--- src/rtl/divider.sv ---
// rtl/divider.sv - 8-bit unsigned restoring divider, one quotient bit per clock
// Remainder output port R is present only when DIV_REMAINDER_EN is defined.
module divider (
  input  logic       clock,
  input  logic       reset,
  input  logic [7:0] dA,
  input  logic [7:0] dB,
  input  logic       div_start,
  output logic [7:0] Q,
`ifdef DIV_REMAINDER_EN
  output logic [7:0] R,
`endif
  output logic       div_complete,
  output logic       div_busy
);

  typedef enum logic [1:0] {IDLE, RUN, DONE} state_t;

  state_t     state_q, state_d;
  logic [2:0] cnt_q, cnt_d;
  logic [7:0] dvd_q, dvd_d;
  logic [7:0] dvs_q, dvs_d;
  logic [7:0] rem_q, rem_d;
  logic [7:0] q_d;
  logic       complete_d;
  logic       busy_d;

  logic [8:0] shifted;
  logic       ge;
  logic [7:0] step_rem;
  logic [7:0] step_dvd;

  // The stored partial remainder is always below the divisor, so only the
  // shifted value needs the ninth bit; an 8-bit subtract is exact when ge.
  always_comb begin
    shifted  = {rem_q, dvd_q[7]};
    ge       = shifted >= {1'b0, dvs_q};
    step_rem = ge ? (shifted[7:0] - dvs_q) : shifted[7:0];
    step_dvd = {dvd_q[6:0], ge};
  end

`ifdef DIV_REMAINDER_EN
  logic [7:0] r_d;
`endif

  always_comb begin
    state_d    = state_q;
    cnt_d      = cnt_q;
    dvd_d      = dvd_q;
    dvs_d      = dvs_q;
    rem_d      = rem_q;
    q_d        = Q;
    complete_d = 1'b0;
`ifdef DIV_REMAINDER_EN
    r_d        = R;
`endif
    case (state_q)
      IDLE, DONE: begin
        state_d = IDLE;
        if (div_start) begin
          dvd_d   = dA;
          dvs_d   = dB;
          rem_d   = 8'd0;
          cnt_d   = 3'd0;
          state_d = RUN;
        end
      end
      RUN: begin
        dvd_d = step_dvd;
        rem_d = step_rem;
        cnt_d = cnt_q + 3'd1;
        if (cnt_q == 3'd7) begin
          q_d        = step_dvd;
          complete_d = 1'b1;
          state_d    = DONE;
`ifdef DIV_REMAINDER_EN
          r_d        = step_rem;
`endif
        end
      end
      default: state_d = IDLE;
    endcase
    busy_d = (state_d != IDLE);
  end

  always_ff @(posedge clock) begin
    if (reset) begin
      state_q      <= IDLE;
      cnt_q        <= 3'd0;
      dvd_q        <= 8'd0;
      dvs_q        <= 8'd0;
      rem_q        <= 8'd0;
      Q            <= 8'd0;
      div_complete <= 1'b0;
      div_busy     <= 1'b0;
`ifdef DIV_REMAINDER_EN
      R            <= 8'd0;
`endif
    end else begin
      state_q      <= state_d;
      cnt_q        <= cnt_d;
      dvd_q        <= dvd_d;
      dvs_q        <= dvs_d;
      rem_q        <= rem_d;
      Q            <= q_d;
      div_complete <= complete_d;
      div_busy     <= busy_d;
`ifdef DIV_REMAINDER_EN
      R            <= r_d;
`endif
    end
  end

endmodule

--- config.mk ---
export PLATFORM = sky130hd
export DESIGN_NAME = divider
export DESIGN_NICKNAME = d
export VERILOG_FILES = /design/src/rtl/divider.sv
export SDC_FILE = /design/constraint.sdc
export NUM_CORES = 1
export LEC_CHECK = 0
export CORE_MARGIN = 2
export CORE_UTILIZATION = 40
export CTS_BUF_LIST = sky130_fd_sc_hd__clkbuf_4 sky130_fd_sc_hd__clkbuf_8
export DETAILED_ROUTE_END_ITERATION = 7
export GPL_TIMING_DRIVEN = 0
export SLEW_MARGIN = 25
export SYNTH_ARGS = -nofsm -noshare
export SYNTH_HDL_FRONTEND = slang
export SYNTH_SLANG_ARGS = --single-unit
--- constraint.sdc ---
create_clock -name clock -period 1.75 [get_ports clock]
set_input_delay 0.525 -clock clock [delete_from_list [all_inputs] [get_ports clock]]
set_output_delay 0.525 -clock clock [all_outputs]
set_load 0.01 [all_outputs]
==> metrics.txt <==
WS Path Type register to register; Mapped Area 0.00196 mm2; Die Width 74.0 um; top-area cell type share of the netlist area 39.8%; Die Ht 74.0 um; Final Cell Area 0.00261 mm2; worst path required time 1.92 ns; CTS root buf clkbuf_8; Synth area leaders dfxtp_1, nand2_1, ha_1, a21oi_1, nor2_1; most frequent cells in the layout nand2_1, dfxtp_1, clkdlybuf4s50_1, nor2_1, a21oi_1; ys async rst share 0%; Area Growth Syn to Fin 33.0%; All-Layer GR Usage 16.6%; unrepaired setup endpoints after global routing true; Post-synth EDFFs 0; switch share 31.5%; Slew Limit Headroom 68.9%; WL final 4490 um; fin crit period 1.73 ns; worst slew pin tran 0.466 ns; Worst path max stage delay 0.37 ns; DRC 0; Vias 1698; Worst EP arrival 1.91 ns; Hold Path Class register to register; ANT cells 0; Crit Path Max Fanout 4; CP Buf/Inv Count 1; Setup crit end kind register; logic gate share of total power 38.7%; Min Hold Slack 0.451 ns; Tot Pwr 2.63 mW; switching pwr 0.828 mW; Reg clk slew, reported paths 0.07 ns; Synthesized Nets 271; top_reg_cell synth dfxtp_1; gp weighted congestion 0.800; Reg power frac 38.1%; delay-heaviest family, CP adder cells; fraction of layout cells with a size suffix above 1 17.4%; crit path cell chain inv_2, ha_4, fa_2, nor2b_2, o211ai_1, mux2i_1, o2111a_1, o31ai_2; slowest stage cell, crit path fa_2; Slew Viols, Final 0; first drt pass iteration count 4; Setup Skew 0.00479 ns; Post-DRT Antenna Nets 0; Seq cells post-synth 39; die area 0.00548 mm2; # rows 25; Synth Area per Inst 8.14 um2; clock share of power 23.2%; largest net degree at the start of global routing 12; final setup fails 0; CTS Buf Count 5; Starting Density 41.5%; Lkg Pwr 0.990 nW; Power per Cell Area 1010 mW/mm2; routed len/inst 12.9 um; outcome finished clean; placed cell area 0.00232 mm2; Yosys Warn Count 0; DP HPWL 3110 um; Int Power 1.80 mW; distinct cell type count after synthesis 39; startpoint types register; IO Pins 29; number of global-route vias before repair 1528; fin nets 311; cell count after synthesis 241; worst setup margin 0.0157 ns; first-pass GRT wire length 6980 um; # clock sinks 39; post-synth top area cell dfxtp_1; CORE AREA 0.00472 mm2; via/cell ratio 4.88; CTS tree done; commonest non-fill, non-tap cell in the layout nand2_1; Max Freq 0.577 GHz; iteration-0 DRC count of the detailed router 76; Post-Place Setup Slack -0.364 ns; H-tree levels 2; Port Buffers 27; initial antenna violation count 0; # Max-Cap Violations 0; final hold viol count 0; fin crit share 99.1%; clock buffer depth 2; Post-CTS Hold Fix Bufs 0; clk_lat worst skew 0.28 ns; GR Overflow Total 0; sequential share of the synthesized area 39.8%; Peak VDD IR 469 uV
==> stage by stage <==
| stage | util, % | cells | TNS [ns] |
|---|---|---|---|
| 3_5_place_dp | 49.0 | 335 | -4.49 |
| 4_1_cts | 52.2 | 343 | -0.0302 |
| 3_3_place_gp | 49.0 | 335 | -4.22 |
| 2_1_floorplan | - | 241 | 0 |
| 5_1_grt | 55.3 | 348 | -0.0496 |
| 6_report | 55.3 | 348 | 0 |
==> what timing repair did <==
item / 4_1_cts / 5_1_grt
gates cloned: 0 / 1
buffers inserted: 1 / 4
setup endpoints to repair: 9 / 9
resized for setup: 10 / 20
pin swaps: 3 / 6
==> power by group through the flow <==
| stage | sequential (mW) | combinational (mW) | clock [mW] |
|---|---|---|---|
| after floorplan | 1.00 | 0.649 | 0 |
| after global placement | 1.01 | 0.814 | 0 |
| after detailed placement | 1.01 | 0.815 | 0 |
| after CTS | 0.993 | 0.855 | 0.629 |
| after global routing | 1.01 | 1.11 | 0.663 |
| final | 1.00 | 1.02 | 0.610 |
==> sequential cells by signal, indices dropped and copies added, names as in the netlist <==
name and count:
div_busy 1, cnt_q 3, dvd_q 8, rem_q 8
Q 8, dvs_q 8, div_complete 1, state_q 2
==> worst reg2reg max path: cells and delay by family, from the launching register on <==
family | cells | cell delay [ns]
compound gates | 3 | 0.40
fa+ha+maj | 2 | 0.54
flops | 1 | 0.34
mux | 1 | 0.17
buf+inv | 1 | 0.05
simple gates | 1 | 0.13
==> final cells by class <==
class	instances	area [um2]
flip-flops and latches	39	790
plain buffers	13	78.8
repair buffers	33	333
clock buffers	6	82.6
clock inverters	1	5.00
inverters	13	48.8
multi-input cells	176	1190
well taps	67	83.8
fillers	462	2110
==> final timing paths <==
kind / startpoint / to / slack (ns) / cells past startpoint
setup / recovery: dvd_q[7] / rem_q[6] / 0.02 / 8
hold / removal: rem_q[7] / rem_q[7] / 0.45 / 2
setup reg to reg: dvd_q[7] / rem_q[6] / 0.02 / 8
hold reg to reg: rem_q[7] / rem_q[7] / 0.45 / 2
==> layer usage <==
layer	GRT usage [%]	share of wire (%)	vias to the layer above	wire length, um
met4	5.86	1.8	0	79
met5	0	0	-	0
li1	-	-	894	-
met3	3.93	3.1	7	137
met2	25.5	47	25	2100
met1	22.9	48	772	2170
==> logic make-up after synthesis <==
group                      synth area share, %
buffers and inverters                     6.25
and+or+nand+nor                           21.7
AOI/OAI and AO/OA                         20.0
muxes                                     3.06
xor gates and xnor gates                  1.79
DFF                                       39.8
adders and majority gates                 7.40
==> synthesized netlist by cell type, drive strengths merged, types with 2 or more instances <==
cell type   n
nand2      58
dfxtp      39
nor2       23
a21oi      20
inv        13
o21ai      11
ha         10
a311oi      7
buf         7
clkbuf      6
mux2i       6
nor2b       6
nor3        4
a22oi       3
nand2b      3
a211oi      2
a22o        2
a31oi       2
nand3       2
o2111a      2
o211ai      2
or2         2
xnor2       2
xor2        2
Note: power is estimated with default switching activity, not from simulation.
